## src/rtl/dcp_pass_sequencer_pkg.sv

```systemverilog
`default_nettype none
// ============================================================================
// Module      : dcp_pass_sequencer_pkg
// Description : Shared state encoding and pixel-width helper for the
//               dehaze pass sequencer.
// Revision    : 1.0 - initial release
// ============================================================================
package dcp_pass_sequencer_pkg;

    typedef enum logic [1:0] {
        ST_IDLE     = 2'd0,
        ST_EST      = 2'd1,
        ST_EST_WAIT = 2'd2,
        ST_REC      = 2'd3
    } state_t;

    function automatic int pix_width(input int channels, input int data_w);
        return channels * data_w;
    endfunction

endpackage
`default_nettype wire

```

## src/rtl/dcp_sync_fifo.sv

```systemverilog
`default_nettype none
// ============================================================================
// Module      : dcp_sync_fifo
// Description : Single-clock show-ahead FIFO with registered programmable-full
//               flag and sticky overflow.
// Revision    : 1.0 - initial release
// ============================================================================
module dcp_sync_fifo #(
    parameter int WIDTH     = 24,
    parameter int DEPTH     = 64,
    parameter int PROG_FULL = 48
) (
    input  logic             clk,
    input  logic             rst,
    input  logic             i_wr_en,
    input  logic [WIDTH-1:0] i_wr_data,
    input  logic             i_rd_en,
    output logic [WIDTH-1:0] o_rd_data,
    output logic             o_valid,
    output logic             o_prog_full,
    output logic             o_overflow
);
    localparam int c_AW = $clog2(DEPTH);
    localparam int c_CW = $clog2(DEPTH + 1);

    logic [WIDTH-1:0] r_mem [DEPTH];
    logic [c_AW-1:0]  r_wr_ptr;
    logic [c_AW-1:0]  r_rd_ptr;
    logic [c_CW-1:0]  r_count;
    logic [c_CW-1:0]  w_count_nxt;
    logic             r_prog_full;
    logic             r_overflow;
    logic             w_full;
    logic             w_rd;
    logic             w_wr;

    assign w_full = (r_count == c_CW'(DEPTH));
    assign w_rd   = i_rd_en && (r_count != '0);
    // A full FIFO still takes a write when the same cycle frees a slot.
    assign w_wr   = i_wr_en && (!w_full || w_rd);

    always_comb begin
        w_count_nxt = r_count;
        if (w_wr && !w_rd) begin
            w_count_nxt = r_count + 1'b1;
        end else if (!w_wr && w_rd) begin
            w_count_nxt = r_count - 1'b1;
        end
    end

    always_ff @(posedge clk) begin
        if (w_wr) begin
            r_mem[r_wr_ptr] <= i_wr_data;
        end
    end

    always_ff @(posedge clk) begin
        if (rst) begin
            r_wr_ptr    <= '0;
            r_rd_ptr    <= '0;
            r_count     <= '0;
            r_prog_full <= 1'b0;
            r_overflow  <= 1'b0;
        end else begin
            if (w_wr) begin
                r_wr_ptr <= r_wr_ptr + 1'b1;
            end
            if (w_rd) begin
                r_rd_ptr <= r_rd_ptr + 1'b1;
            end
            r_count     <= w_count_nxt;
            r_prog_full <= (w_count_nxt >= c_CW'(PROG_FULL));
            if (i_wr_en && !w_wr) begin
                r_overflow <= 1'b1;
            end
        end
    end

    assign o_rd_data   = r_mem[r_rd_ptr];
    assign o_valid     = (r_count != '0);
    assign o_prog_full = r_prog_full;
    assign o_overflow  = r_overflow;

endmodule
`default_nettype wire

```

## src/rtl/dcp_pass_sequencer.sv

```systemverilog
`default_nettype none
// ============================================================================
// Module      : dcp_pass_sequencer
// Description : Sequences estimation and recovery passes over pixel frames and
//               buffers recovered (or bypassed) pixels in an output FIFO.
// Revision    : 1.0 - initial release
// ============================================================================
module dcp_pass_sequencer
    import dcp_pass_sequencer_pkg::*;
#(
    parameter int DATA_W     = 8,
    parameter int CHANNELS   = 3,
    parameter int IMG_W      = 512,
    parameter int IMG_H      = 512,
    parameter int FIFO_DEPTH = 64,
    parameter int PROG_FULL  = FIFO_DEPTH - 16
) (
    input  logic                         clk,
    input  logic                         rst,
    input  logic                         enable,
    input  logic                         bypass,
    input  logic                         reestimate,
    input  logic [CHANNELS*DATA_W-1:0]   s_tdata,
    input  logic                         s_tvalid,
    input  logic                         s_tlast,
    output logic                         s_tready,
    output logic                         est_valid,
    output logic                         rec_valid,
    output logic [CHANNELS*DATA_W-1:0]   pix_data,
    input  logic                         est_done,
    input  logic                         r_valid,
    input  logic [CHANNELS*DATA_W-1:0]   r_data,
    output logic [CHANNELS*DATA_W-1:0]   m_tdata,
    output logic                         m_tvalid,
    output logic                         m_tlast,
    input  logic                         m_tready,
    output logic                         intr_est,
    output logic                         intr_frame,
    output logic                         err_tlast,
    output logic                         overflow
);
    localparam int c_PW    = pix_width(CHANNELS, DATA_W);
    localparam int c_NPIX  = IMG_W * IMG_H;
    localparam int c_CNT_W = $clog2(c_NPIX + 1);
    localparam logic [c_CNT_W-1:0] c_LAST_IDX = c_CNT_W'(c_NPIX - 1);

    state_t             r_state;
    state_t             w_state_nxt;
    logic               r_bypass;
    logic [c_CNT_W-1:0] r_in_cnt;
    logic [c_CNT_W-1:0] r_out_cnt;
    logic               r_est_valid;
    logic               r_rec_valid;
    logic               r_byp_wr;
    logic [c_PW-1:0]    r_pix;
    logic               r_err_tlast;

    logic               w_s_tready;
    logic               w_intr_est;
    logic               w_accept;
    logic               w_in_last;
    logic               w_out_hs;
    logic               w_out_last;
    logic               w_prog_full;
    logic               w_fifo_valid;
    logic               w_fifo_wr;
    logic [c_PW-1:0]    w_fifo_din;

    assign w_accept   = s_tvalid && w_s_tready;
    assign w_in_last  = (r_in_cnt == c_LAST_IDX);
    assign w_out_hs   = w_fifo_valid && m_tready;
    assign w_out_last = (r_out_cnt == c_LAST_IDX);

    always_comb begin
        w_state_nxt = r_state;
        w_s_tready  = 1'b0;
        w_intr_est  = 1'b0;
        case (r_state)
            ST_IDLE: begin
                if (enable) begin
                    w_state_nxt = bypass ? ST_REC : ST_EST;
                end
            end
            ST_EST: begin
                w_s_tready = enable;
                if (w_accept && w_in_last) begin
                    w_state_nxt = ST_EST_WAIT;
                end
            end
            ST_EST_WAIT: begin
                if (est_done) begin
                    w_state_nxt = ST_REC;
                    w_intr_est  = 1'b1;
                end
            end
            ST_REC: begin
                w_s_tready = enable && !w_prog_full;
                if (w_accept && w_in_last && reestimate) begin
                    w_state_nxt = ST_EST;
                end
            end
            default: w_state_nxt = ST_IDLE;
        endcase
    end

    always_ff @(posedge clk) begin
        if (rst) begin
            r_state     <= ST_IDLE;
            r_bypass    <= 1'b0;
            r_in_cnt    <= '0;
            r_out_cnt   <= '0;
            r_est_valid <= 1'b0;
            r_rec_valid <= 1'b0;
            r_byp_wr    <= 1'b0;
            r_pix       <= '0;
            r_err_tlast <= 1'b0;
        end else begin
            r_state <= w_state_nxt;
            if (r_state == ST_IDLE && enable) begin
                r_bypass <= bypass;
            end
            r_est_valid <= w_accept && (r_state == ST_EST);
            r_rec_valid <= w_accept && (r_state == ST_REC) && !r_bypass;
            r_byp_wr    <= w_accept && (r_state == ST_REC) && r_bypass;
            if (w_accept) begin
                r_pix <= s_tdata;
            end
            // Counting follows beat count alone; a misplaced tlast only flags.
            if (r_state == ST_IDLE || r_state == ST_EST_WAIT) begin
                r_in_cnt <= '0;
            end else if (w_accept) begin
                r_in_cnt <= w_in_last ? '0 : r_in_cnt + 1'b1;
            end
            if (w_accept && (s_tlast != w_in_last)) begin
                r_err_tlast <= 1'b1;
            end
            if (w_out_hs) begin
                r_out_cnt <= w_out_last ? '0 : r_out_cnt + 1'b1;
            end
        end
    end

    assign w_fifo_wr  = r_bypass ? r_byp_wr : r_valid;
    assign w_fifo_din = r_bypass ? r_pix : r_data;

    dcp_sync_fifo #(
        .WIDTH     (c_PW),
        .DEPTH     (FIFO_DEPTH),
        .PROG_FULL (PROG_FULL)
    ) u_fifo (
        .clk         (clk),
        .rst         (rst),
        .i_wr_en     (w_fifo_wr),
        .i_wr_data   (w_fifo_din),
        .i_rd_en     (m_tready),
        .o_rd_data   (m_tdata),
        .o_valid     (w_fifo_valid),
        .o_prog_full (w_prog_full),
        .o_overflow  (overflow)
    );

    assign s_tready   = w_s_tready;
    assign est_valid  = r_est_valid;
    assign rec_valid  = r_rec_valid;
    assign pix_data   = r_pix;
    assign m_tvalid   = w_fifo_valid;
    assign m_tlast    = w_fifo_valid && w_out_last;
    assign intr_est   = w_intr_est;
    assign intr_frame = w_out_hs && w_out_last;
    assign err_tlast  = r_err_tlast;

endmodule
`default_nettype wire

```

## config.mk

```make
export PLATFORM = sky130hd
export DESIGN_NAME = dcp_pass_sequencer
export DESIGN_NICKNAME = d
export VERILOG_FILES = /design/src/rtl/dcp_pass_sequencer_pkg.sv /design/src/rtl/dcp_sync_fifo.sv /design/src/rtl/dcp_pass_sequencer.sv
export SDC_FILE = /design/constraint.sdc
export NUM_CORES = 1
export LEC_CHECK = 0
export CAP_MARGIN = 20
export CORE_AREA = 2 2 364 366
export DETAILED_ROUTE_END_ITERATION = 8
export DIE_AREA = 0 0 366 368
export GPL_TIMING_DRIVEN = 0
export HOLD_SLACK_MARGIN = 0.15
export PLACE_DENSITY = 0.76
export SYNTH_ARGS = -nofsm -noshare
export SYNTH_HDL_FRONTEND = slang
export SYNTH_SLANG_ARGS = --single-unit
```

## constraint.sdc

```tcl
create_clock -name clk -period 3.6 [get_ports clk]
set_input_delay 0.72 -clock clk [delete_from_list [all_inputs] [get_ports clk]]
set_output_delay 0.72 -clock clk [all_outputs]
set_load 0.01 [all_outputs]
```

After elaboration in Yosys (flattened, before gate mapping)
Memory sizes are Yosys's and may differ from the RTL's. A register that Yosys moved wholly into a read port is not among the register bits.
Cells that the tools add are included.
{ "totals": {"mem_bits_rw": 1536, "regBits": 90, "output_inout_bits": 57, "latch_bits": 0, "rom_bits": 0, "memories": 1, "input_bits": 58} }
{ "classes": {"reduce_logical": 28, "n_div": 0, "magnitude_cmp": 1, "eq_ne": 11, "n_bitwise": 0, "mux": 19, "n_addsub": 6, "multipliers": 0, "n_shift": 0} }
{ "memory_table": {"columns": ["memory", "words", "word_bits", "read_ports", "rd_clocked_by_memory_dff", "wr", "line_no", "text"], "rows": [
  ["u_fifo.r_mem", 64, 24, 1, 1, 1, "dcp_sync_fifo.sv:26", "logic [WIDTH-1:0] r_mem [DEPTH];"]
]} }
{ "op_table": {"columns": ["op", "n"], "rows": [
  ["$add 19x1->19 const B", 2],
  ["$eq 19x18->1 const B", 2],
  ["$mux 19", 2],
  ["$mux 24", 1],
  ["$logic_and 1x1->1", 17],
  ["$mux 7", 2],
  ["$add 6x1->6 const B", 2],
  ["$mux 6", 2],
  ["$mux 2", 5],
  ["$ne 2x2->1 const B", 4],
  ["$pmux 2 s4", 1],
  ["$add 7x1->7 const B", 1],
  ["$eq 7x7->1 const B", 1],
  ["$ge 7x6->1 const B", 1],
  ["$reduce_bool 7->1", 1],
  ["$sub 7x1->7 const B", 1],
  ["$logic_not 1->1", 5],
  ["$mux 1", 5],
  ["$eq 2x2->1 const B", 2],
  ["$reduce_and 4->1", 1],
  ["$eq 2x1->1 const B", 1],
  ["$logic_not 2->1", 1],
  ["$logic_or 1x1->1", 2],
  ["$pmux 1 s2", 1],
  ["2 further kinds", 2]
]} }

Depth between registers and ports, before layout
{ "logic_depth": {"word_depth": 9, "depth_mapped": 9} }

Hierarchy
A second synthesis with hierarchy kept.
{ "hier_totals": {"cells_unflattened": 3163, "hier_area_um2": 63492.1} }
{ "modules_own_cells": {"columns": ["module", "seq_area_each_um2", "cells_each", "instances", "area_per_inst_um2"], "rows": [
  ["dcp_sync_fifo", 46664.8, 2778, 1, 60172.7],
  ["dcp_pass_sequencer", 1381.3, 385, 1, 3319.4]
]} }

Least setup slack after synthesis
Ideal clock, no wire load.
{ "synth_timing": {"path_type": "input-to-reg", "from": "in r_valid", "to": "mem u_fifo.r_mem[59][0] (enable)", "setup_slack_ps": 414, "path_buffers": 0, "t_arrival_ps": 2781, "required_ps": 3195, "cell_stages": 5, "cell_sequence": "mux2i_1 > a41oi_4 > nor2b_1 > nand3_1 > nor2_1"} }
{ "synth_via": {"elab_chain_cells": 4} }
{ "synth_lines": {"columns": ["item", "line_no", "text"], "rows": [
  ["from (decl)", "dcp_pass_sequencer.sv:31", "input logic r_valid,"],
  ["$mux 1", "dcp_pass_sequencer.sv:143", "assign w_fifo_wr = r_bypass ? r_byp_wr : r_valid;"],
  ["$logic_and 1x1->1", "dcp_sync_fifo.sv:40", "assign w_wr = i_wr_en && (!w_full || w_rd);"],
  ["$mux 1", "dcp_sync_fifo.sv:52", "if (w_wr) begin"],
  ["$mux 1 (not written as such)", "dcp_sync_fifo.sv:53", "r_mem[r_wr_ptr] <= i_wr_data;"],
  ["to (decl)", "dcp_sync_fifo.sv:26", null]
]} }
Every way passes these cells.

==> results_dict.tcl <==
set metrics [dict create \
    die_y_um 368 \
    ctsHoldBuffers 0 \
    layout.nets 3682 \
    violations "max-capacitance violations, negative setup slack" \
    synth_edf_count 1536 \
    period_share_pct 114 \
    cts-root-buf "clkbuf_16" \
    drc 0 \
    p_leak_uw 0.0233 \
    ys_warn_count 0 \
    relSlewSlack_pct 1.01 \
    synthTopCellsByArea "edfxtp_1 72%, mux4_2 9.4%, mux2i_1 5.1%" \
    antenna_found_initial 4 \
    final_layout_size_suffix_gt1_share_pct 30.1 \
    die_w_um 366 \
    synth_top_area_share_pct 72.4 \
    status "complete, but fails checks" \
    area_delta_synth_final_pct 20.7 \
    max-vdd-ir-drop_v 0.000497 \
    cts_buffers 158 \
    cts_tree "yes" \
    yosys.area.top_type "edfxtp_1" \
    syn-mean-instance-area_um2 19.7 \
    htreeDepth 4 \
    synth_most_common_cell "edfxtp_1" \
    p_sw_share_pct 28.3 \
    rsz0062_at_grt "true" \
    multi_input_area_um2 17200 \
    gp_congestion 0.949 \
    synth_nets 3297 \
    synth_cell_types 60 \
    syn-cell-area_um2 63700 \
    combinationalPowerShare_pct 24.2 \
    worstMarginPinSlew_ns 1.48 \
    first_global_vias 34400 \
    crit_type "register to output pin" \
    drt-total-wl_um 180000 \
    max-cap-violations 1 \
    clk_path_buf_depth 3 \
    internal-power_uw 36200 \
    die_area_um2 135000 \
    p_total_uw 50400 \
    groute.usage.overall_pct 25.7 \
    ys.flop_type "edfxtp_1" \
    async_reset_ff_share_pct 0 \
    via_per_inst 6.38 \
    skew_ns 0.0252 \
    grt_start_max_net_pins 65 \
    worst-path-max-fanout 7 \
    core_um2 131000 \
    hold_class "primary input to register" \
    power_density_nw_per_um2 656 \
    crit_arrival_ns 3.40 \
    finalHoldViolCount 0 \
    grt_overflow 0 \
    synth_common_cells "1536 x edfxtp_1, 323 x mux2i_1, 267 x mux4_2" \
    dr.pass1.iters 6 \
    cp.required_ns 2.88 \
    seqCellArea_um2 48100 \
    setup_viol 108 \
    synth-seq-cells 1632 \
    p_seq_share_pct 42.8 \
    switchingPower_uw 14300 \
    initial_core_util_pct 48.7 \
    wl_per_cell_um 32.7 \
    cp-end-kind "output pin" \
    clockPowerShare_pct 33.0 \
    clk_pin_slew_ns 0.06 \
    grt_pass1_wl_um 246000 \
    port_buffers 113 \
    rows 133 \
    drt_iter0_drc 5156 \
    setup_ws_ns -0.521 \
    vias 35100 \
    clkSinkCount 1632 \
    ios 115 \
    dp_hpwl_um 106000 \
    final_antenna_net_count 0 \
    maxSlewViolCount 0 \
    final_core_util_pct 58.8 \
    fin_crit_ns 4.12 \
    yosysSeqAreaShare_pct 75.4 \
    clk_latency_ns 0.81 \
    postPlaceCellArea_um2 68300 \
    syn-instance-count 3227 \
    fin_area_um2 76900 \
    fmax_mhz 243 \
    fillers 9015 \
    start_kind "register" \
]
-- what timing repair did --
action / in CTS / in global routing
endpoints found under the setup margin: 825 / 352
pin swaps: 47 / 54
gates resized for setup: 640 / 84
cloned: 11 / 16
buffers inserted: 26 / 24
hold endpoints to repair: 0 / 0
-- path summary, 6_finish.rpt --
path | startpoint | endpoint | slack [ns] | cells after the start
hold reg to reg | r_in_cnt[18] | r_in_cnt[18] | 0.47 | 2
setup reg to reg | u_fifo.r_wr_ptr[5] | u_fifo.r_mem[48][23] | -0.25 | 3
hold / removal | enable | r_bypass | 0.39 | 3
setup / recovery | register | m_tdata[9] | -0.52 | 10
-- placed cells by master (no fill, tap or decap), drive strengths merged, types with 21 or more instances in the layout --
cell type      Yosys  layout
nor3              25      25
a21oi             47      47
clkdlybuf4s50      0      87
inv               14      25
nand2             81      81
nand3             21      21
clkbuf            79     273
a22oi            123     123
nor2             139     160
xnor2             28      28
buf              107     220
edfxtp          1536    1536
mux4             267     267
mux2              73      73
a221oi            55      55
dfxtp             96      96
mux2i            323     323
clkinv             0      68
-- power by group through the flow --
| stage | combinational [uW] | clock, uW | sequential [uW] |
|---|---|---|---|
| 3_3_place_gp | 9150 | 0 | 22000 |
| 2_1_floorplan | 5700 | 0 | 22000 |
| 3_5_place_dp | 9530 | 0 | 22000 |
| 6_report | 12200 | 16700 | 21600 |
| 5_1_grt | 12500 | 17400 | 21600 |
| 4_1_cts | 11600 | 16600 | 21600 |
-- layer usage --
metal / up-vias / routed length [um] / GRT usage (%)
li1: 14100 / - / -
met1: 18100 / 63800 / 33.1
met2: 2496 / 85800 / 41.0
met3: 454 / 21100 / 6.06
met4: 2 / 9430 / 12.8
met5: - / 13 / 0
-- kinds of logic after synthesis --
kind of cell    after synthesis  share of synthesized area, %
flops                      1632                          75.4
fa+ha+maj                    12                         0.236
compound gates              310                          3.65
mux                         663                          15.8
buf+inv                     200                          1.56
xor+xnor                     45                         0.619
simple gates                365                          2.73
-- registers in the layout, summed over array words and instances, names as in the netlist, 2 cells and up, named ones only --
name / flops
u_fifo.r_mem: 1536
r_in_cnt: 19
u_fifo.r_rd_ptr: 6
r_out_cnt: 19
u_fifo.r_wr_ptr: 6
pix_data: 24
u_fifo.r_count: 7
r_state: 2
-- per-stage QoR --
stage | TNS, ns | hold slack [ns] | instances | worst slack, ns
finish | -23.71 | 0.393 | 5499 | -0.521
global route | -23.72 | 0.417 | 5497 | -0.530
CTS | -9.93 | 0.354 | 5460 | -0.501
detailed placement | -993.41 | 0.457 | 5141 | -1.20
global placement | -2418.17 | 0.447 | 5095 | -1.94
floorplan | 0 | 0.431 | 3227 | 0.414
-- area by class of cell --
cell class	count	area share, %
Tap cell	1755	2.86
Inverter	14	0.0683
Buffer	182	2.23
Clock buffer	193	5.43
Antenna cell	2	0.00651
Clock inverter	97	1.24
Sequential cell	1632	62.5
Multi-Input combinational cell	1416	22.4
Timing Repair Buffer	208	3.33
-- critical path, stage by stage (launching register included) --
cell	delay, ns
dfxtp_2	0.34
buf_12	0.14
buf_16	0.14
buf_12	0.16
buf_16	0.14
mux4_2	0.57
mux2i_4	0.32
mux2i_4	0.20
o22ai_4	0.32
a221oi_4	0.07
buf_2	0.17
No activity file was read; power rests on OpenSTA's default activity.
